--- src/rtl/seed_entry.sv ---
// seed_entry: debounced three-button entry of an 8x8 seed board.
//
// Each raw button runs through a 2-flop synchronizer and a counter debouncer;
// a debounced 0->1 edge gives a single-cycle press event. Events drive a small
// FSM (idle/edit/commit) that edits an 8-row buffer and publishes it as seed.
//
// Ports:
//   clk          system clock, posedge
//   rst          synchronous active-high reset
//   sw[7:0]      row pattern to load (bit 7 = leftmost cell)
//   btn_load     raw button, writes sw into the cursor row
//   btn_next     raw button, advances the cursor row (wraps 7 -> 0)
//   btn_commit   raw button, publishes the edit buffer to seed
//   seed[63:0]   published board, row r at bits [63-8r : 56-8r]
//   seed_strobe  one-cycle pulse on the cycle seed is updated
//   row_idx[2:0] cursor row
//   led[7:0]     edit-buffer contents of the cursor row
//   editing      edit buffer differs from published seed
//
// Build option: define SEED_ENTRY_PRESET_EN to reset buffer and seed to a
// preset pattern instead of all zeros.
module seed_entry #(
  parameter int unsigned DEBOUNCE_CYCLES = 1250000
) (
  input  logic        clk,
  input  logic        rst,
  input  logic [7:0]  sw,
  input  logic        btn_load,
  input  logic        btn_next,
  input  logic        btn_commit,
  output logic [63:0] seed,
  output logic        seed_strobe,
  output logic [2:0]  row_idx,
  output logic [7:0]  led,
  output logic        editing
);

  // Counter only needs to reach DEBOUNCE_CYCLES-1.
  localparam int unsigned CntW = (DEBOUNCE_CYCLES > 1) ? $clog2(DEBOUNCE_CYCLES) : 1;
  localparam logic [CntW-1:0] CntMax = CntW'(DEBOUNCE_CYCLES - 1);

`ifdef SEED_ENTRY_PRESET_EN
  localparam logic [63:0] ResetSeed = 64'h0412_6424_0034_3C28;
`else
  localparam logic [63:0] ResetSeed = 64'h0;
`endif

  typedef enum logic [1:0] {StIdle, StEdit, StCommit} state_e;

  // Button index: 0 = load, 1 = next, 2 = commit.
  logic [2:0]      btn_raw;
  logic [2:0]      sync1_q, sync2_q;
  logic [2:0]      level_q, level_d;
  logic [2:0]      press_q, press_d;
  logic [CntW-1:0] cnt_q [3];
  logic [CntW-1:0] cnt_d [3];

  state_e      state_q, state_d;
  logic [2:0]  row_q, row_d;
  logic [63:0] buf_q, buf_d;
  logic [63:0] seed_q, seed_d;
  logic        strobe_q, strobe_d;

  assign btn_raw = {btn_commit, btn_next, btn_load};

  // Debounce: accept the synchronized level only after it has disagreed with
  // the current level for DEBOUNCE_CYCLES consecutive cycles; any agreement
  // clears the count.
  always_comb begin
    level_d = level_q;
    press_d = '0;
    for (int i = 0; i < 3; i++) begin
      cnt_d[i] = '0;
      if (sync2_q[i] != level_q[i]) begin
        if (cnt_q[i] == CntMax) begin
          level_d[i] = sync2_q[i];
          press_d[i] = sync2_q[i];
        end else begin
          cnt_d[i] = cnt_q[i] + CntW'(1);
        end
      end
    end
  end

  // Event priority commit > load > next; everything is dropped in commit.
  always_comb begin
    state_d  = state_q;
    row_d    = row_q;
    buf_d    = buf_q;
    seed_d   = seed_q;
    strobe_d = 1'b0;
    case (state_q)
      StCommit: state_d = StIdle;
      StIdle, StEdit: begin
        if (press_q[2]) begin
          state_d  = StCommit;
          seed_d   = buf_q;
          strobe_d = 1'b1;
        end else if (press_q[0]) begin
          // Row r lives at bit offset 8*(7-r); for 3 bits 7-r == ~r.
          buf_d[{~row_q, 3'b000} +: 8] = sw;
          state_d = StEdit;
        end else if (press_q[1]) begin
          row_d   = row_q + 3'd1;
          state_d = StEdit;
        end
      end
      default: state_d = StIdle;
    endcase
  end

  always_ff @(posedge clk) begin
    if (rst) begin
      sync1_q  <= '0;
      sync2_q  <= '0;
      level_q  <= '0;
      press_q  <= '0;
      for (int i = 0; i < 3; i++) cnt_q[i] <= '0;
      state_q  <= StIdle;
      row_q    <= '0;
      buf_q    <= ResetSeed;
      seed_q   <= ResetSeed;
      strobe_q <= 1'b0;
    end else begin
      sync1_q  <= btn_raw;
      sync2_q  <= sync1_q;
      level_q  <= level_d;
      press_q  <= press_d;
      for (int i = 0; i < 3; i++) cnt_q[i] <= cnt_d[i];
      state_q  <= state_d;
      row_q    <= row_d;
      buf_q    <= buf_d;
      seed_q   <= seed_d;
      strobe_q <= strobe_d;
    end
  end

  assign seed        = seed_q;
  assign seed_strobe = strobe_q;
  assign row_idx     = row_q;
  assign led         = buf_q[{~row_q, 3'b000} +: 8];
  assign editing     = (buf_q != seed_q);

endmodule

--- config.mk ---
export PLATFORM = sky130hd
export DESIGN_NAME = seed_entry
export DESIGN_NICKNAME = d
export VERILOG_FILES = /design/src/rtl/seed_entry.sv
export SDC_FILE = /design/constraint.sdc
export NUM_CORES = 1
export LEC_CHECK = 0
export BUFFER_PORTS_ARGS = -buffer_cell sky130_fd_sc_hd__buf_2
export CELL_PAD_IN_SITES_DETAIL_PLACEMENT = 1
export CELL_PAD_IN_SITES_GLOBAL_PLACEMENT = 2
export CORE_MARGIN = 4
export CORE_UTILIZATION = 36
export DETAILED_ROUTE_END_ITERATION = 10
export PLACE_DENSITY_LB_ADDON = 0.1
export SETUP_SLACK_MARGIN = 0.05
export SYNTH_ARGS = -nofsm -noshare
export SYNTH_HDL_FRONTEND = slang
export SYNTH_SLANG_ARGS = --single-unit
--- constraint.sdc ---
create_clock -name clk -period 2.9 [get_ports clk]
set_input_delay 0.435 -clock clk [delete_from_list [all_inputs] [get_ports clk]]
set_output_delay 0.435 -clock clk [all_outputs]
set_load 0.01 [all_outputs]
Word level (Yosys, flattened, before mapping)
Memory sizes are Yosys's and may differ from the RTL's. Index checks and enable logic that the tools add are counted.

RAM bits: 63. Flip-flop bits (word level): 146. Memories: 1. Output and inout bits: 77. Logic and storage cells: 76.

Memory list: cnt_q (depth 3, bits a word 21, rd ports 3, clocked after memory_dff 0, write ports 3, RTL line 55) `logic [CntW-1:0] cnt_q [3];`.

Shift operators: 3. $add $sub $neg: 5. Bitwise logic cells: 13. Equality and inequality tests: 8. Reduce and logical (&&, ||, !) cells: 15. Muxes and demuxes: 17.

Operators with widths (number): $mux W21 (9); $bwmux W64 (1); $ne A64 B64 Y1 (1); $shift A8 B8 Y64 const A (1); $shiftx A64 B7 Y8 (1); $shiftx A8 B8 Y64 (1); $add A21 B1 Y21 const B (3); $eq A21 B21 Y1 const B (3); $reduce_or A3 Y1 (4); $not A1 Y1 (9); $neg A6 Y8 (1); $reduce_and A2 Y1 (4); $mux W2 (3); $mux W1 (4); $reduce_and A4 Y1 (1); $reduce_or A2 Y1 (2); $add A3 B1 Y3 const B (1); $ne A1 B1 Y1 (3); $not A3 Y3 (1); $or A1 B1 Y1 (3); $reduce_and A3 Y1 (1); $reduce_bool A3 Y1 (1); $eq A2 B1 Y1 const B (1); $logic_not A2 Y1 (1); $reduce_bool A2 Y1 (1).

Longest topological paths before layout
Gate-level depths: netlist (run 1).

Depth after elaboration: 4. Gate-level depth with buffers: 9. Depth with buffers taken out: 6.

Worst setup path after synthesis (run 1)
Ideal clock, no wire load.

Path kind: register to register. Start: reg row_q[1], in the netlist row_idx[1]. End: reg buf_q[39]. Stages on the path, launching flop included: 10. Arrival: 2.582 ns. Path slack: 0.247 ns. Path buffers: 3. Setup time: 0.070 ns. Period minus slack after synthesis: 2.653 ns. Data required time: 2.830 ns. Cell sequence: dfxtp_1 -> buf_2 -> clkbuf_1 -> inv_1 -> ha_1 -> nor4b_1 -> nand4_1 -> clkbuf_1 -> or2_2 -> a21oi_1.

Cells in the longest elaborated chain, start to end: 4. Elaborated cells on any way between the ends: 5. Classes of those cells: add/sub (1); shift (2); mux (1); bitwise (1).

RTL lines: start: declaration (RTL line 59) `logic [2:0] row_q, row_d;`; start signal: assignment (RTL line 131) `row_q <= row_d;`; $not A3 Y3 (*) (RTL line 101) `buf_d[{~row_q, 3'b000} +: 8] = sw;`; $neg A6 Y8 (*) (RTL line 101); $shiftx A8 B8 Y64 or $shift A8 B8 Y64 (tied branches) (RTL line 101); $bwmux W64 (*) (RTL line 101); end signal: assignment (RTL line 121) `buf_q <= ResetSeed;`; end signal: assignment (RTL line 132) `buf_q <= buf_d;`; end: declaration (RTL line 60) `logic [63:0] buf_q, buf_d;`.

Mark *: on every way between the ends. The rest lies on a longest branch, timed or not. A chain may end at the register's enable or synchronous reset.

Worst setup path after layout (run 1)
Start: reg buf_q[33]. End: out editing.

Cells in the longest elaborated chain, start to end: 1.

RTL lines: $ne A64 B64 Y1 (RTL line 142) `assign editing = (buf_q != seed_q);`; end: declaration (RTL line 35) `output logic editing`.

Every way passes these cells.

==> results_dict.tcl, run 1 <==
set metrics [dict create \
    slew_headroom 0.318 \
    clock.fmax_mhz 359 \
    ys_ff_latch 208 \
    clkSlewWorstSetupHoldPaths_ns 0.06 \
    final_nets 1174 \
    via_per_inst 5.24 \
    post_cts_buffers 0 \
    clock_skew_ns 0.0181 \
    synthCells 1063 \
    die_w_um 169 \
    drv_slew 0 \
    drc_errors 0 \
    drtAntennaViolNets 0 \
    antenna_found_initial 0 \
    die_height_um 169 \
    grt_pass1_vias 7997 \
    root_buffer "clkbuf_16" \
    htreeDepth 1 \
    crit_type "flip-flop to output port" \
    ys_dominant_reg_cell "dfxtp_1" \
    grt_max_degree 119 \
    tritoncts "yes" \
    gp_congestion 0.860 \
    ctsHoldBuffers 0 \
    start_util 0.369 \
    drt-total-wl_um 29700 \
    area_growth_pct 19.3 \
    dieArea_um2 28700 \
    clockBufferDepth 3 \
    drtPass1Iterations 5 \
    vdd_drop_max_uv 387 \
    hp-class "primary input to flip-flop" \
    io_pins 90 \
    min_period_ns 2.78 \
    cp_cell_sequence "xnor2_1 -> nand4_1 -> nor4_2 -> buf_4 -> nand4_1 -> buf_2" \
    vias 7868 \
    cts_buffers 26 \
    grt_first_pass_wirelength_um 47200 \
    rsz0062_at_grt "false" \
    synth.cell_area_um2 9370 \
    crit_path_frequent_cell "nand4_1" \
    timing_hold_violations_final 0 \
    num_rows 58 \
    period_share 0.959 \
    final.setup.tns_ns 0 \
    slowest_stage "xnor2_1" \
    synth_edf_count 0 \
    drive_gt1_frac 0.177 \
    synth.distinct_cells 46 \
    ys_warn_count 0 \
    p_per_area_nw_per_um2 574 \
    critPathLaunchType "flip-flop" \
    outcome "finished, final reports clean" \
    wl_per_cell_um 19.8 \
    worst_pin_slew_ns 1.01 \
    dp_hpwl_um 21600 \
    clock-sinks 208 \
    coreArea_um2 25400 \
    worstPathArrival_ns 2.35 \
    max_stage_delay_ns 0.39 \
    grt_overflow 0 \
    syn-num-nets 1085 \
    p_total_mw 6.42 \
    io_buffers 89 \
    ys_seq_area_frac 0.444 \
    n_antenna_cell 0 \
    grt_usage 0.207 \
    endpoint_kind "output port" \
    setup_viol 0 \
    n_fill_cell 2968 \
    leakagePower_nw 4.25 \
    async_reset_ff_frac 0 \
    clock_latency_ns 0.53 \
    first_iter_violations 555 \
    required_ns 2.47 \
    crit_fanout 4 \
    syn_avg_cell_area_um2 8.81 \
    cap_violations 0 \
]
cell families (layout without fill, tap and decap cells):
group           after synthesis  count (layout)  synth area share
compound gates              130             130            0.0734
xor+xnor                    101             101            0.0944
fa+ha+maj                     9               9            0.0120
buf+inv                      67             176            0.0283
flops                       208             208             0.444
mux                          81              81             0.109
simple gates                467             467             0.238
synth_stat cells (9+ instances only):
cell	number	share of area
buf_2	11	0.0059
xnor2_1	89	0.083
a21oi_1	99	0.053
nor2b_1	9	0.0060
dfxtp_1	208	0.44
mux2i_1	57	0.061
nor2_1	133	0.053
or3_1	14	0.0093
clkbuf_1	37	0.015
ha_1	9	0.012
or4_1	10	0.0080
mux4_2	16	0.038
nor4_1	10	0.0067
nand3_1	24	0.013
nor3_1	11	0.0059
inv_1	16	0.0064
o21ai_0	17	0.0091
or2_2	9	0.0060
nand2_1	160	0.064
nand2b_1	11	0.0073
xor2_1	12	0.011
nand4_1	38	0.025
layout by cell type, fill, tap and decap left out, drive strengths merged, types with 2 or more instances in the layout:
cell type  count
nor4          11
mux2i         57
a21oi         99
o31ai          7
or3           14
nor4bb         2
and3           9
nor3b          2
bufinv         4
o21ai         18
xnor2         89
mux2           8
nand2        160
or2           10
dfxtp        208
and2           5
or4           10
nand4         39
a31o           3
mux4          16
buf          112
nor3          11
clkbuf        37
or4b           2
nor2         133
nor4b          6
nor2b          9
xor2          12
clkinv         7
ha             9
nand3         26
and4           5
nand2b        11
inv           16
per-layer routing:
metal  GRT usage  share of wire  up-vias
li1            -              -     3834
met1       0.312           0.51     3847
met2       0.316           0.43      152
met3      0.0331          0.045       35
met4      0.0410          0.017        0
met5           0              0        -
critical path: cells and delay by family (launching register included):
kind,cells,cell delay [ns]
flops,1,0.37
xor+xnor,1,0.39
simple gates,3,0.70
buf+inv,2,0.35
worst paths after layout:
path | startpoint | end | slack, ns | cells past startpoint
worst max-delay path | buf_q[33]$_SDFFE_PP0P_ | editing | 0.12 | 6
worst min-delay path | btn_commit | sync1_q[2]$_SDFF_PP0_ | 0.12 | 2
worst max register to register | row_idx[1]$_SDFFE_PP0P_ | buf_q[44]$_SDFFE_PP0P_ | 0.41 | 6
worst min register to register | sync1_q[2]$_SDFF_PP0_ | sync2_q[2]$_SDFF_PP0_ | 0.44 | 1
final cells by class:
type	count	area [µm²]	share of cell area
repair buffers	112	637	0.0569
well taps	330	413	0.0369
flip-flops and latches	208	4160	0.372
clock buffers	37	773	0.0691
inverters	16	60.1	0.00537
clock inverters	11	159	0.0142
multi-input cells	788	4980	0.445
power breakdown:
group	total, mW	switching [mW]	leakage (nW)	internal, mW
clock network	3.46	1.26	0.465	2.20
registers	2.87	0.00404	1.68	2.86
logic	0.0855	0.0667	2.11	0.0188
total	6.42	1.33	4.25	5.09
per-stage QoR:
step / setup WS, ns / hold slack, ns / util / instances / cell area (µm²)
after detailed placement: 0.525 / 0.434 / 0.403 / 1454 / 10200
final: 0.118 / 0.123 / 0.440 / 1502 / 11200
after CTS: 0.0636 / 0.102 / 0.440 / 1502 / 11200
after global placement: 0.505 / 0.424 / 0.403 / 1454 / 10200
after global routing: 0.0595 / 0.119 / 0.440 / 1502 / 11200
after floorplan: 0.247 / 0.414 / - / 1063 / 9370
sequential cells by signal (all words and copies together) (netlist names):
signal       cells
level_q          3
sync1_q          3
seed            64
seed_strobe      1
state_q          1
row_idx          3
press_q          3
sync2_q          3
buf_q           64
cnt_q           63
what timing repair did:
| item | CTS | global route |
|---|---|---|
| gates resized for setup | 1 | 3 |
| endpoints found under the hold margin | 0 | 0 |
| cloned | 0 | 0 |
| endpoints found under the setup margin | 1 | 3 |
| pin swaps | 0 | 0 |
Note: power is estimated with default switching activity, not from simulation.
==> run 2, diff against run 1 <==
--- a/constraint.sdc
+++ b/constraint.sdc
@@ -3,2 +3,2 @@
 set_output_delay 0.435 -clock clk [all_outputs]
-set_load 0.01 [all_outputs]
+set_load 0.005 [all_outputs]
==> run 2 against run 1 <==
- highest routed layer unchanged
- sequential power about the same
- setup slack gained 0.088 ns
- maximum frequency grew 3.3%
- critical path type unchanged
- cell area decreased by 1.1%
- clock skew is 0.0087 ns lower
- non-clock buffer count is the same
- largest power group unchanged
- clock power is 12% lower
==> results_dict.tcl, run 2 (synthesis gave the netlist of run 1 again) <==
set metrics [dict create \
    endpoint_kind "output port" \
    grt_pass1_vias 7743 \
    tritoncts "yes" \
    max_stage_delay_ns 0.56 \
    min_period_ns 2.69 \
    cap_violations 0 \
    final_cell_mix "dfxtp_1, nand2_1, nor2_1, a21oi_1, buf_2" \
    die_w_um 169 \
    grt_overflow 0 \
    finalInstanceArea_um2 11100 \
    clockBufferDepth 3 \
    io_buffers 89 \
    wl_per_cell_um 19.6 \
    vias 7816 \
    p_per_area_nw_per_um2 543 \
    slowest_stage "mux4_2" \
    n_antenna_cell 0 \
    final.setup.tns_ns 0 \
    rsz0062_at_grt "false" \
    vdd_drop_max_uv 404 \
    timing_hold_violations_final 0 \
    cp_cell_sequence "buf_4 -> mux4_2 -> mux2_2 -> buf_2" \
    cts_buffers 26 \
    clkSlewWorstSetupHoldPaths_ns 0.06 \
    crit_fanout 25 \
    clock_latency_ns 0.53 \
    ctsHoldBuffers 0 \
    leakagePower_nw 4.19 \
    drt-total-wl_um 29300 \
    htreeDepth 1 \
    final_nets 1174 \
    min_to "sync1_q[2]$_SDFF_PP0_" \
    worstPathArrival_ns 2.26 \
    first_iter_violations 501 \
    worst_pin_slew_ns 0.904 \
    hp-class "primary input to flip-flop" \
    setup_viol 0 \
    final_common_cell "dfxtp_1" \
    num_rows 58 \
    critPathLaunchType "flip-flop" \
    die_height_um 169 \
    start_util 0.369 \
    grt_first_pass_wirelength_um 46400 \
    r2r_slack_ns 0.32 \
    drtPass1Iterations 5 \
    area_growth_pct 18.0 \
    clock.fmax_mhz 371 \
    worst_r2r_path_depth 7 \
    via_per_inst 5.22 \
    placed_cells 1454 \
    r2r-end "buf_q[61]$_SDFFE_PP0P_" \
    grt_max_degree 76 \
    antenna_found_initial 1 \
    required_ns 2.47 \
    drc_errors 0 \
    dpl_cell_area_um2 10200 \
    post_cts_buffers 0 \
    clock_skew_ns 0.00943 \
    slew_headroom 0.389 \
    period_share 0.929 \
    dieArea_um2 28700 \
    grt_usage 0.203 \
    regToRegStartpoint "row_idx[1]$_SDFFE_PP0P_" \
    root_buffer "clkbuf_16" \
    stdcell_count 1498 \
    outcome "finished, final reports clean" \
    drv_slew 0 \
    coreArea_um2 25400 \
    dp_hpwl_um 21600 \
    crit_type "flip-flop to output port" \
    gp_congestion 0.866 \
    drive_gt1_frac 0.174 \
    hold_depth 2 \
    io_pins 90 \
    clock-sinks 208 \
    drtAntennaViolNets 0 \
    worst_hold_startpoint "btn_commit" \
]
[run 2: cell count changes in the layout (fill, tap and decap cells not counted)]
cell and delta:
bufinv_16 -4, clkinv_4 -1, buf_6 -1, xnor2_1 -1, clkbuf_1 +2, xnor2_2 +1, buf_4 +1, clkinv_2 -1
[run 2: worst max-delay path, delay by kind of cell, from the launching register on]
kind | cells | cell delay, ns
flops | 1 | 0.35
buf+inv | 2 | 0.51
mux | 2 | 0.87
[run 2: how the worst max path moves through the flow]
stage | startpoint | end | slack, ns | depth (start not counted)
final | row_idx[0]$_SDFFE_PP0P_ | led[0] | 0.21 | 4
after global routing | buf_q[33]$_SDFFE_PP0P_ | editing | 0.06 | 6
after CTS | buf_q[34]$_SDFFE_PP0P_ | editing | 0.06 | 6
after detailed placement | row_idx[1]$_SDFFE_PP0P_ | buf_q[61]$_SDFFE_PP0P_ | 0.35 | 7
after global placement | row_idx[1]$_SDFFE_PP0P_ | buf_q[62]$_SDFFE_PP0P_ | 0.42 | 7
after floorplan | row_idx[1]$_SDFFE_PP0P_ | buf_q[39]$_SDFFE_PP0P_ | 0.29 | 9
[run 2: metal layers]
metal	up-vias	wire length, µm	track usage
met5	-	0	0
met1	3796	14900	0.314
met3	36	1470	0.0298
met4	0	576	0.0420
met2	150	12400	0.302
li1	3834	-	-
[run 2: area by class of cell]
| class | instances | area, µm² |
|---|---|---|
| flip-flops and latches | 208 | 4160 |
| clock inverters | 5 | 25.0 |
| multi-input cells | 788 | 4980 |
| clock buffers | 39 | 781 |
| inverters | 16 | 60.1 |
| repair buffers | 112 | 633 |
| fillers | 3023 | 14300 |
| well taps | 330 | 413 |
[run 2: what timing repair did]
item | CTS | global route
setup endpoints to repair | 1 | 1
pin swaps | 0 | 0
cloned | 0 | 0
resized for setup | 1 | 3
[run 2: metrics by stage]
stage                     total power, mW  setup slack [ns]  hold slack [ns]  utilization
after floorplan                      2.98             0.292            0.414            -
after global placement               3.02             0.422            0.425        0.403
after detailed placement             3.02             0.350            0.431        0.403
after CTS                            6.09            0.0629            0.101        0.435
after global routing                 6.23            0.0575            0.136        0.435
final                                6.01             0.206            0.124        0.435
[run 2: power by group]
| group | internal, mW | leakage, nW | switching (mW) |
|---|---|---|---|
| Sequential | 2.86 | 1.68 | 0.00384 |
| Combinational | 0.0197 | 2.11 | 0.0667 |
| Clock | 1.84 | 0.402 | 1.22 |
| Total | 4.72 | 4.19 | 1.29 |
